`src/rtl/hitomezashi_gen.sv`:
```
// Hitomezashi stitch-pattern painter: scrollable, reloadable pattern with a
// 2-stage pixel pipeline and matched sync delay for the VGA output registers.
module hitomezashi_gen #(
  parameter int          CORDW     = 10,
  parameter int          CELL_LOG2 = 4,
  parameter int          NV        = 40,
  parameter int          NH        = 30,
  parameter int          V_RES     = 480,
  parameter int          STEP      = 1,
  parameter logic [NV-1:0] V_INIT  = '0,
  parameter logic [NH-1:0] H_INIT  = '0,
  parameter logic [11:0] FG        = 12'hFC0,
  parameter logic [11:0] BG        = 12'h137
) (
  input  logic             clk_pix,
  input  logic             rst_pix,
  input  logic [CORDW-1:0] sx,
  input  logic [CORDW-1:0] sy,
  input  logic             hsync,
  input  logic             vsync,
  input  logic             de,
  input  logic             pat_valid,
  output logic             pat_ready,
  input  logic [NV-1:0]    v_pat_in,
  input  logic [NH-1:0]    h_pat_in,
  input  logic             scroll_x_en,
  input  logic             scroll_y_en,
  output logic             commit,
  output logic             vga_hsync,
  output logic             vga_vsync,
  output logic [3:0]       vga_r,
  output logic [3:0]       vga_g,
  output logic [3:0]       vga_b
);

  // One extra bit so coordinate + offset never overflows before the wrap.
  localparam int OW = CORDW + 1;
  localparam int IW = OW - CELL_LOG2;
  localparam int CW = $clog2(NV);
  localparam int RW = $clog2(NH);

  localparam logic [OW-1:0]    W_C    = OW'(NV << CELL_LOG2);
  localparam logic [OW-1:0]    H_C    = OW'(NH << CELL_LOG2);
  localparam logic [OW-1:0]    STEP_C = OW'(STEP);
  localparam logic [CORDW-1:0] VRES_C = CORDW'(V_RES);
  localparam logic [IW-1:0]    NV_C   = IW'(NV);
  localparam logic [IW-1:0]    NH_C   = IW'(NH);

  function automatic logic [OW-1:0] wrap_add(input logic [OW-1:0] a,
                                             input logic [OW-1:0] b,
                                             input logic [OW-1:0] lim);
    logic [OW-1:0] s;
    s = a + b;
    return (s >= lim) ? (s - lim) : s;
  endfunction

  function automatic logic [11:0] paint(input logic vld, input logic stitch);
    return vld ? (stitch ? FG : BG) : 12'h000;
  endfunction

  logic [NV-1:0] v_act_q, v_act_d, v_pend_q, v_pend_d;
  logic [NH-1:0] h_act_q, h_act_d, h_pend_q, h_pend_d;
  logic          pend_q, pend_d, commit_q, commit_d;
  logic [OW-1:0] xoff_q, xoff_d, yoff_q, yoff_d;
  logic [OW-1:0] ex_p1_q, ex_p1_d, ey_p1_q, ey_p1_d;
  logic          vld_p1_q, vld_p1_d, hs_p1_q, hs_p1_d, vs_p1_q, vs_p1_d;
  logic [11:0]   rgb_p2_q, rgb_p2_d;
  logic          hs_p2_q, hs_p2_d, vs_p2_q, vs_p2_d;

  logic          frame_evt, xfer;
  logic [IW-1:0] col_full, row_full;
  logic [CW-1:0] col_idx;
  logic [RW-1:0] row_idx;
  logic          v_on, h_on, stitch;

  always_comb begin
    frame_evt = (sx == '0) && (sy == VRES_C);
    xfer      = pat_valid && !pend_q;

    v_act_d  = v_act_q;
    h_act_d  = h_act_q;
    v_pend_d = v_pend_q;
    h_pend_d = h_pend_q;
    pend_d   = pend_q;
    xoff_d   = xoff_q;
    yoff_d   = yoff_q;

    // Commit and capture are exclusive: capture needs the slot empty.
    commit_d = frame_evt && pend_q;
    if (commit_d) begin
      v_act_d = v_pend_q;
      h_act_d = h_pend_q;
      pend_d  = 1'b0;
    end
    if (xfer) begin
      pend_d   = 1'b1;
      v_pend_d = v_pat_in;
      h_pend_d = h_pat_in;
    end
    if (frame_evt && scroll_x_en) xoff_d = wrap_add(xoff_q, STEP_C, W_C);
    if (frame_evt && scroll_y_en) yoff_d = wrap_add(yoff_q, STEP_C, H_C);

    // Stage 1: scrolled, wrapped pattern coordinates
    ex_p1_d  = wrap_add({1'b0, sx}, xoff_q, W_C);
    ey_p1_d  = wrap_add({1'b0, sy}, yoff_q, H_C);
    vld_p1_d = de;
    hs_p1_d  = hsync;
    vs_p1_d  = vsync;

    // Stage 2: stitch decision and colour
    col_full = ex_p1_q[OW-1:CELL_LOG2];
    row_full = ey_p1_q[OW-1:CELL_LOG2];
    col_idx  = (col_full < NV_C) ? col_full[CW-1:0] : '0;
    row_idx  = (row_full < NH_C) ? row_full[RW-1:0] : '0;
    v_on     = ey_p1_q[CELL_LOG2] ^ v_act_q[col_idx];
    h_on     = ex_p1_q[CELL_LOG2] ^ h_act_q[row_idx];
    stitch   = ((ex_p1_q[CELL_LOG2-1:0] == '0) && v_on) ||
               ((ey_p1_q[CELL_LOG2-1:0] == '0) && h_on);
    rgb_p2_d = paint(vld_p1_q, stitch);
    hs_p2_d  = hs_p1_q;
    vs_p2_d  = vs_p1_q;
  end

  always_ff @(posedge clk_pix or posedge rst_pix) begin
    if (rst_pix) begin
      v_act_q  <= V_INIT;
      h_act_q  <= H_INIT;
      v_pend_q <= '0;
      h_pend_q <= '0;
      pend_q   <= 1'b0;
      commit_q <= 1'b0;
      xoff_q   <= '0;
      yoff_q   <= '0;
      ex_p1_q  <= '0;
      ey_p1_q  <= '0;
      vld_p1_q <= 1'b0;
      hs_p1_q  <= 1'b1;
      vs_p1_q  <= 1'b1;
      rgb_p2_q <= '0;
      hs_p2_q  <= 1'b1;
      vs_p2_q  <= 1'b1;
    end else begin
      v_act_q  <= v_act_d;
      h_act_q  <= h_act_d;
      v_pend_q <= v_pend_d;
      h_pend_q <= h_pend_d;
      pend_q   <= pend_d;
      commit_q <= commit_d;
      xoff_q   <= xoff_d;
      yoff_q   <= yoff_d;
      ex_p1_q  <= ex_p1_d;
      ey_p1_q  <= ey_p1_d;
      vld_p1_q <= vld_p1_d;
      hs_p1_q  <= hs_p1_d;
      vs_p1_q  <= vs_p1_d;
      rgb_p2_q <= rgb_p2_d;
      hs_p2_q  <= hs_p2_d;
      vs_p2_q  <= vs_p2_d;
    end
  end

  assign pat_ready = ~pend_q;
  assign commit    = commit_q;
  assign vga_hsync = hs_p2_q;
  assign vga_vsync = vs_p2_q;
  assign vga_r     = rgb_p2_q[11:8];
  assign vga_g     = rgb_p2_q[7:4];
  assign vga_b     = rgb_p2_q[3:0];

endmodule

```
`config.mk`:
```
export PLATFORM = sky130hd
export DESIGN_NAME = hitomezashi_gen
export DESIGN_NICKNAME = d
export VERILOG_FILES = /design/src/rtl/hitomezashi_gen.sv
export SDC_FILE = /design/constraint.sdc
export NUM_CORES = 1
export LEC_CHECK = 0
export ABC_AREA = 0
export BUFFER_PORTS_ARGS = -buffer_cell sky130_fd_sc_hd__buf_2
export CAP_MARGIN = 20
export CORE_MARGIN = 2
export CORE_UTILIZATION = 30
export DETAILED_ROUTE_END_ITERATION = 10
export RECOVER_POWER = 25
export SETUP_SLACK_MARGIN = 0.05
export SLEW_MARGIN = 25
export SYNTH_ARGS = -nofsm -noshare
export SYNTH_HDL_FRONTEND = slang
export SYNTH_SLANG_ARGS = --single-unit
```
`constraint.sdc`:
```
create_clock -name clk_pix -period 13.1 [get_ports clk_pix]
set_input_delay 1.31 -clock clk_pix [delete_from_list [all_inputs] [get_ports clk_pix]]
set_output_delay 1.31 -clock clk_pix [all_outputs]
set_load 0.05 [all_outputs]
```
After elaboration in Yosys (flattened, before gate mapping):

Cells that the tools add are included.

* memories kept: 0
* bits in latches: 0
* memory bits (read-only): 0
* input port bits: 98
* RAM bits: 0
* flip-flop bits (word level): 203
* output and inout port bits: 16

* bitwise operators: 3
* multiply operators: 0
* shifts and indexed selects: 0
* reduce and logical (&&, ||, !) cells: 13
* equal/unequal tests: 1
* $add $sub $neg: 8
* multiplexer cells: 14
* divide/modulo/power cells: 0
* magnitude comparators: 8

Operators with widths (number)
* $mux 11: 4
* $mux 12: 2
* $add 10x11->11: 2
* $add 11x1->11 const B: 2
* $ge 11x10->1 const B: 2
* $ge 11x9->1 const B: 2
* $sub 11x10->11 const B: 2
* $sub 11x9->11 const B: 2
* $eq 10x9->1 const B: 1
* $logic_not 10->1: 1
* $logic_not 4->1: 2
* $logic_and 1x1->1: 7
* $lt 6x7->1 const B: 1
* $lt 7x5->1 const B: 1
* $lt 7x6->1 const B: 1
* $bmux 1 s6: 1
* $lt 5x6->1 const B: 1
* $mux 6: 1
* $bmux 1 s5: 1
* $mux 5: 1
* $mux 1: 4
* $reduce_bool 2->1: 1
* $xor 1x1->1: 2
* $logic_not 1->1: 1
* other kinds (2): 2

Depth between registers and ports, before layout:

Gate-level depths: netlist of the first run.

* word-level depth: 9
* gate-level depth with buffers: 13

Worst setup path after synthesis of the first run:

OpenSTA, ideal clock, no wires.

* path type: input-to-reg
* start point: in sy[0]
* end point: reg ey_p1_q[6]
* path buffers: 0
* setup time: 0.125 ns
* stages: 10
* data arrival time: 3.580 ns
* path slack: 9.395 ns
* cell sequence: ha_1 > fa_1 > a21oi_2 > o211ai_1 > a31oi_2 > xnor2_1 > and4_1 > a211o_1 > or2_4 > mux2_4

* word-level cells in the longest chain between the ends: 3
* elaborated cells between the ends (all ways): 4

RTL lines
* start, declared: line 18 `input logic [CORDW-1:0] sy,`
* $add 10x11->11 *: line 53 `s = a + b;`
* $sub 11x9->11 / $ge 11x9->1 (equally long branches): line 54 `return (s >= lim) ? (s - lim) : s;`
* $mux 11 *: line 54
* via ey_p1_d[6]: line 65 `logic [OW-1:0] ex_p1_q, ex_p1_d, ey_p1_q, ey_p1_d;`
* end signal, assigned: line 152 `ey_p1_q <= ey_p1_d;`
* end, declared: line 65

Mark *: on every way through the listed nets, which the timed path passes. The rest lies on a longest branch.
A chain may end at the register's enable or synchronous reset.

==> results of run 1 <==
## routing by layer
| metal | routed length (um) | GRT usage (%) | up-vias |
|---|---|---|---|
| met2 | 9700 | 20.6 | 146 |
| met4 | 150 | 3.10 | 0 |
| met5 | 0 | 0 | - |
| li1 | - | - | 3488 |
| met3 | 955 | 2.67 | 9 |
| met1 | 11000 | 19.1 | 3399 |
## power by group through the flow
stage | Sequential (W) | Clock [W] | Combinational [W]
global placement | 0.000669 | 0 | 0.000112
floorplan | 0.000657 | 0 | 0.0000837
global route | 0.000662 | 0.000561 | 0.000125
finish | 0.000657 | 0.000520 | 0.000113
detailed placement | 0.000669 | 0 | 0.000114
CTS | 0.000657 | 0.000536 | 0.000115
## synthesized netlist by cell type, types with 4 or more instances
cell                         n  share of area, %
sky130_fd_sc_hd__nor2b_1     4              0.26
sky130_fd_sc_hd__dfrtp_1   190                49
sky130_fd_sc_hd__a21o_1      4              0.31
sky130_fd_sc_hd__a31oi_1     4              0.26
sky130_fd_sc_hd__nor3_1     14              0.72
sky130_fd_sc_hd__o211ai_1    4              0.31
sky130_fd_sc_hd__xnor2_1    27               2.4
sky130_fd_sc_hd__o21ai_1     4              0.21
sky130_fd_sc_hd__mux2_2     72               8.3
sky130_fd_sc_hd__ha_1       28               3.6
sky130_fd_sc_hd__o21a_1      8              0.62
sky130_fd_sc_hd__buf_1       4              0.15
sky130_fd_sc_hd__nand2_1   252               9.7
sky130_fd_sc_hd__nand3_1    20               1.0
sky130_fd_sc_hd__dfstp_2     4               1.1
sky130_fd_sc_hd__and2_1      8              0.52
sky130_fd_sc_hd__a211oi_1    8              0.62
sky130_fd_sc_hd__and3_1      5              0.32
sky130_fd_sc_hd__a21oi_1    37               1.9
sky130_fd_sc_hd__nand2b_1    6              0.39
sky130_fd_sc_hd__inv_1      30               1.2
sky130_fd_sc_hd__mux2i_1    15               1.5
sky130_fd_sc_hd__buf_4       9              0.70
sky130_fd_sc_hd__nor2_1     34               1.3
sky130_fd_sc_hd__buf_2       8              0.41
sky130_fd_sc_hd__nand4_1     7              0.45
sky130_fd_sc_hd__nor3b_1     7              0.54
sky130_fd_sc_hd__mux4_2      4              0.93
sky130_fd_sc_hd__or3_1       4              0.26
sky130_fd_sc_hd__clkbuf_1   27               1.0
sky130_fd_sc_hd__xor2_1     10              0.90
sky130_fd_sc_hd__nor4_1      5              0.32
sky130_fd_sc_hd__o21ai_0    27               1.4
## flip-flops by register name (all words and copies together), names as in the netlist, 3 cells and up
name / count
v_act_q: 40
v_pend_q: 40
h_act_q: 30
h_pend_q: 30
ex_p1_q: 11
ey_p1_q: 11
xoff_q: 11
yoff_q: 11
rgb_p2_q: 3
## how the worst min path moves through the flow
stage	start	end	slack, ns
final	hs_p1_q	vga_hsync	0.36
after global routing	hs_p1_q	vga_hsync	0.37
after CTS	hs_p1_q	vga_hsync	0.36
after detailed placement	hs_p1_q	vga_hsync	0.35
after global placement	vs_p1_q	vga_vsync	0.35
after floorplan	hs_p1_q	vga_hsync	0.35
## worst reg2reg max path, cell delays in order, from the launching register on
cell                        delay (ns)
sky130_fd_sc_hd__dfrtp_1          0.90
sky130_fd_sc_hd__mux4_2           0.62
sky130_fd_sc_hd__nor2b_1          0.15
sky130_fd_sc_hd__a311oi_1         0.32
sky130_fd_sc_hd__a21oi_1          0.09
sky130_fd_sc_hd__a211oi_1         0.40
sky130_fd_sc_hd__a2111oi_1        0.13
sky130_fd_sc_hd__nor4b_1          0.65
## cell families (layout without fill, tap and decap cells)
family                     count (synthesis)  after routing  share of synthesized area (%)
adders and majority gates                 30             30                           4.02
DFF                                      194            194                           50.0
buffers and inverters                     78            178                           3.47
xor gates and xnor gates                  38             38                           3.50
other                                      1              1                         0.0386
AOI/OAI and AO/OA                        144            144                           10.3
and+or+nand+nor                          386            386                           17.6
muxes                                     92             92                           11.0
## metrics by stage
| stage | utilization [%] | total power, W | hold WS (ns) | cell area, sq um |
|---|---|---|---|---|
| after global routing | 35.3 | 0.00135 | 0.367 | 11200 |
| after floorplan | - | 0.000741 | 0.345 | 9710 |
| after global placement | 33.4 | 0.000781 | 0.347 | 10600 |
| after CTS | 35.3 | 0.00131 | 0.361 | 11200 |
| after detailed placement | 33.4 | 0.000783 | 0.351 | 10600 |
| final | 35.3 | 0.00129 | 0.359 | 11200 |
## layout make-up
| cell class | count | area [sq um] | share of cell area (%) |
|---|---|---|---|
| Clock buffer | 18 | 429 | 3.84 |
| Clock inverter | 14 | 161 | 1.44 |
| Inverter | 30 | 114 | 1.02 |
| Multi-Input combinational cell | 691 | 4530 | 40.5 |
| Sequential cell | 194 | 4860 | 43.4 |
| Tap cell | 402 | 503 | 4.50 |
| Timing Repair Buffer | 116 | 592 | 5.29 |
==> metrics.cfg, run 1 <==
[layout]
most_common_cell_after_layout_fill_and_taps_aside = sky130_fd_sc_hd__nand2_1
n_antenna_cell = 0
drive_gt1_share_pct = 23.1
mostFrequentLayoutCells = sky130_fd_sc_hd__nand2_1, sky130_fd_sc_hd__dfrtp_1, sky130_fd_sc_hd__buf_2
flow.area_growth_from_synthesis_pct = 15.2
final_cell_count_no_fill = 1465
nFillCells = 3171
finalNetCount = 1178

[global_routing]
grt_overflow_total = 0
number_of_antenna_violations_at_the_first_check_in_global_routing = 0
via_count_of_the_first_global_routing_pass = 6757
grt_first_pass_wirelength_um = 35600
largest_net_degree_at_the_start_of_global_routing = 111
global_route.usage.total_pct = 13.3

[floorplan]
core_region_area_sq_um = 31700
initial_core_util_pct = 30.6
die_outline_area_sq_um = 33800
die_height_um = 184
fp-row-count = 65
chipWidth_um = 184
top_level_ports = 114

[sta]
achievable-frequency_ghz = 0.213
final-hold-violation-count = 0
timing_max_transition_violations_final = 111
fin_crit_sh_pct = 35.8
timing.clock.skew_ns = 0.0161
min_period_ns = 4.69
tns_ns = 0
worst-slew-pin-transition_ns = 4.96
report.final.setup_viol = 0
slew-limit-headroom_pct = -232
worst_slack_ns = 8.41
rsz_0062_raised_after_global_routing = no

[worst_setup_path]
r2r-start = ex_p1_q[4]
crit_fanout = 110
crit_end = h_act_q[12]
timing_startpoint_of_the_critical_path = rst_pix
worst_path_max_delay_cell = sky130_fd_sc_hd__clkinvlp_2
endpoint_of_the_lowest_slack_register_to_register_path = rgb_p2_q[5]
critical_path.top_delay_family = buffers and inverters
timing.critical_path.to_type = asynchronous set/reset pin
cp_num_buf_inv = 3
worst-endpoint-required_ns = 13.57
setup.reg_to_reg.worst_slack_ns = 9.67
timing.critical_path.depth = 3
critical-path-max-stage-delay_ns = 2.72
critical_path_arrival_ns = 5.16
crit_type = primary input to asynchronous set/reset pin
path_cells = buf_2 > clkinvlp_2 > buf_6
start_kind = primary input
worstRegToRegCells = 7

[placement]
hpwl_um = 15300
dpl_worst_slack_ns = 8.90
io_buffers = 112
cells_after_dpl = 1433
gp_routability_congestion = 0.811

[routing]
drt-vias-per-instance = 4.81
routed-via-count = 7042
route.detailed.drc = 0
detail_route.wl_per_cell_um = 14.9
antenna_left = 0
drt_iter0_markers = 425
first_pass_iters = 4
route.final.wire_length_um = 21800

[synthesis]
syn-num-nets = 1091
synth_edf_count = 0
ys_ff_latch = 194
asyncSetResetFlopFracSynth_pct = 100
synthDistinctLibCells = 81
postSynthAreaPerCell_sq_um = 10.1
syn_inst = 963
synth_seq_area_share_pct = 50.0
synth-main-ff-cell = sky130_fd_sc_hd__dfrtp_1
synth.yosys.warnings = 0
netlist_area_sq_um = 9710

[power]
vdd.ir_drop.worst_mv = 0.0928
pwr-share-seq_pct = 50.9
sw_ratio_pct = 27.0
netSwitchingPower_w = 0.000349
p_leak_nw = 5.36
pwr_per_cell_area_nw_per_um2 = 115
relative_contribution_of_combinational_cells_to_total_power_pct = 8.8
internal-power_w = 0.000941
power.clock.fraction_pct = 40.3

[status]
violated_checks = capacitance limit, slew limit
run_status = finished with violations

[clock_network]
cts_htree_levels = 4
postCtsHoldBufs = 0
clock_transition_at_path_regs_ns = 0.08
cts_setup_buffers = 0
cts.path.max_buffers = 2
cts.sinks = 194
cts_repair_resize_count = 0
cts_made_buffers = 17
clock-root-buffer = sky130_fd_sc_hd__clkbuf_16
clock_latency_ns = 0.44
tritoncts_clock_tree = built

[worst_hold_path]
hold-path-cell-count = 0
type_of_the_tightest_min_delay_check = register to register

[flow_run]
maxCapViolations = 1

No activity file was read; power rests on OpenSTA's default activity.
==> run 2, diff against run 1 <==
Clock period 13.1 ns to 4 ns, I/O delays scaled along.
==> metrics.cfg, run 2 (synthesized netlist as in run 1, its figures left out) <==
[sta]
min_period_ns = 3.04
worst_hold_slack_ns = 0.0589
tns_ns = 0
achievable-frequency_ghz = 0.329
final-hold-violation-count = 0
timing_max_transition_violations_final = 0
rsz_0062_raised_after_global_routing = no
timing.clock.skew_ns = 0.0142
slew-limit-headroom_pct = 28.4
report.final.setup_viol = 0
worst-slew-pin-transition_ns = 1.07
fin_crit_sh_pct = 76.1

[routing]
drt-vias-per-instance = 4.80
routed-via-count = 7067
route.final.wire_length_um = 21900
drt_iter0_markers = 407
first_pass_iters = 4
detail_route.wl_per_cell_um = 14.9
antenna_left = 0
route.detailed.drc = 0

[layout]
finalNetCount = 1185
flow.area_growth_from_synthesis_pct = 15.9
fin_util_pct = 35.5
most_common_cell_after_layout_fill_and_taps_aside = sky130_fd_sc_hd__nand2_1
nFillCells = 3261
area_of_the_multi_input_gates_sq_um = 4530
mostFrequentLayoutCells = sky130_fd_sc_hd__nand2_1, sky130_fd_sc_hd__dfrtp_1, sky130_fd_sc_hd__buf_2
reg_top3 = v_act_q x40, v_pend_q x40
final_cell_count_no_fill = 1472
drive_gt1_share_pct = 23.6
seqCellArea_sq_um = 4860
n_antenna_cell = 0

[floorplan]
core_region_area_sq_um = 31700
initial_core_util_pct = 30.6
fp-row-count = 65
top_level_ports = 114
die_height_um = 184
die_outline_area_sq_um = 33800
chipWidth_um = 184

[placement]
io_buffers = 112
hpwl_um = 15600
cells_after_dpl = 1439
gp_routability_congestion = 0.843

[worst_hold_path]
type_of_the_tightest_min_delay_check = primary input to register
hold-path-cell-count = 1
min-delay-start = vsync
whs_endpoint = vs_p1_q

[worst_setup_path]
crit_type = register to register
worst-endpoint-required_ns = 4.32
r2r-start = yoff_q[0]
endpoint_of_the_lowest_slack_register_to_register_path = ey_p1_q[6]
worst_path_max_delay_cell = sky130_fd_sc_hd__dfrtp_1
crit_fanout = 6
setup.reg_to_reg.worst_slack_ns = 0.96
critical_path_arrival_ns = 3.36
critical-path-max-stage-delay_ns = 0.45
worstRegToRegCells = 10
timing.critical_path.to_type = register
start_kind = register
path_cells = ha_1 > fa_1 > a21oi_2 > o211ai_1 > a31oi_2 > xnor2_1 > and4_1 > a211o_1 > or2_4 > mux2_4

[power]
finalPower_w = 0.00419
vdd.ir_drop.worst_mv = 0.284
pwr_per_cell_area_nw_per_um2 = 372
p_leak_nw = 5.40

[clock_network]
cts_made_buffers = 17
cts_setup_buffers = 0
clock_transition_at_path_regs_ns = 0.07
cts_repair_resize_count = 0
clock-root-buffer = sky130_fd_sc_hd__clkbuf_16
cts_htree_levels = 4
clock_latency_ns = 0.44
postCtsHoldBufs = 1
cts.path.max_buffers = 2
cts.sinks = 194
tritoncts_clock_tree = built

[global_routing]
number_of_antenna_violations_at_the_first_check_in_global_routing = 2
global_route.usage.total_pct = 13.6
largest_net_degree_at_the_start_of_global_routing = 93
grt_overflow_total = 0
via_count_of_the_first_global_routing_pass = 7128
grt_first_pass_wirelength_um = 36500

[flow_run]
maxCapViolations = 0

[status]
run_status = completed

## run 2: worst max-delay path: cells and delay by family, from the launching register on
| kind | cells | cell delay, ns |
|---|---|---|
| compound gates | 4 | 0.88 |
| xor+xnor | 1 | 0.14 |
| fa+ha+maj | 2 | 0.67 |
| flops | 1 | 0.45 |
| mux | 1 | 0.30 |
| simple gates | 2 | 0.48 |
## run 2: per-layer routing
| layer | wire length, um | vias up | global-route usage [%] |
|---|---|---|---|
| met5 | 23 | - | 0 |
| li1 | - | 3513 | - |
| met4 | 183 | 4 | 3.36 |
| met3 | 968 | 15 | 3.13 |
| met2 | 9740 | 117 | 21.3 |
| met1 | 11000 | 3418 | 19.2 |
## run 2: power by group
group	switching [W]	internal, W
clock	0.000836	0.000830
combinational	0.000198	0.000179
sequential	0.0000803	0.00206
## run 2: worst max-delay path by stage
stage,from,to,slack [ns],cells after the start
finish,yoff_q[0],ey_p1_q[6],0.96,10
global route,yoff_q[1],yoff_q[7],0.73,12
CTS,yoff_q[0],ey_p1_q[6],0.94,10
detailed placement,sy[0],ey_p1_q[6],0.90,11
global placement,sy[0],ey_p1_q[6],0.97,11
floorplan,rst_pix,commit,1.10,1
## run 2: layout make-up
| type | instances | area share [%] |
|---|---|---|
| repair buffers | 123 | 6.05 |
| flip-flops and latches | 194 | 43.2 |
| inverters | 30 | 1.01 |
| clock buffers | 18 | 3.81 |
| well taps | 402 | 4.47 |
| clock inverters | 14 | 1.26 |
| multi-input cells | 691 | 40.2 |
## run 2: through the flow
step	cell area (sq um)	setup WS [ns]
floorplan	9720	1.10
global placement	10700	0.973
detailed placement	10700	0.901
CTS	11300	0.941
global route	11300	0.729
finish	11300	0.958
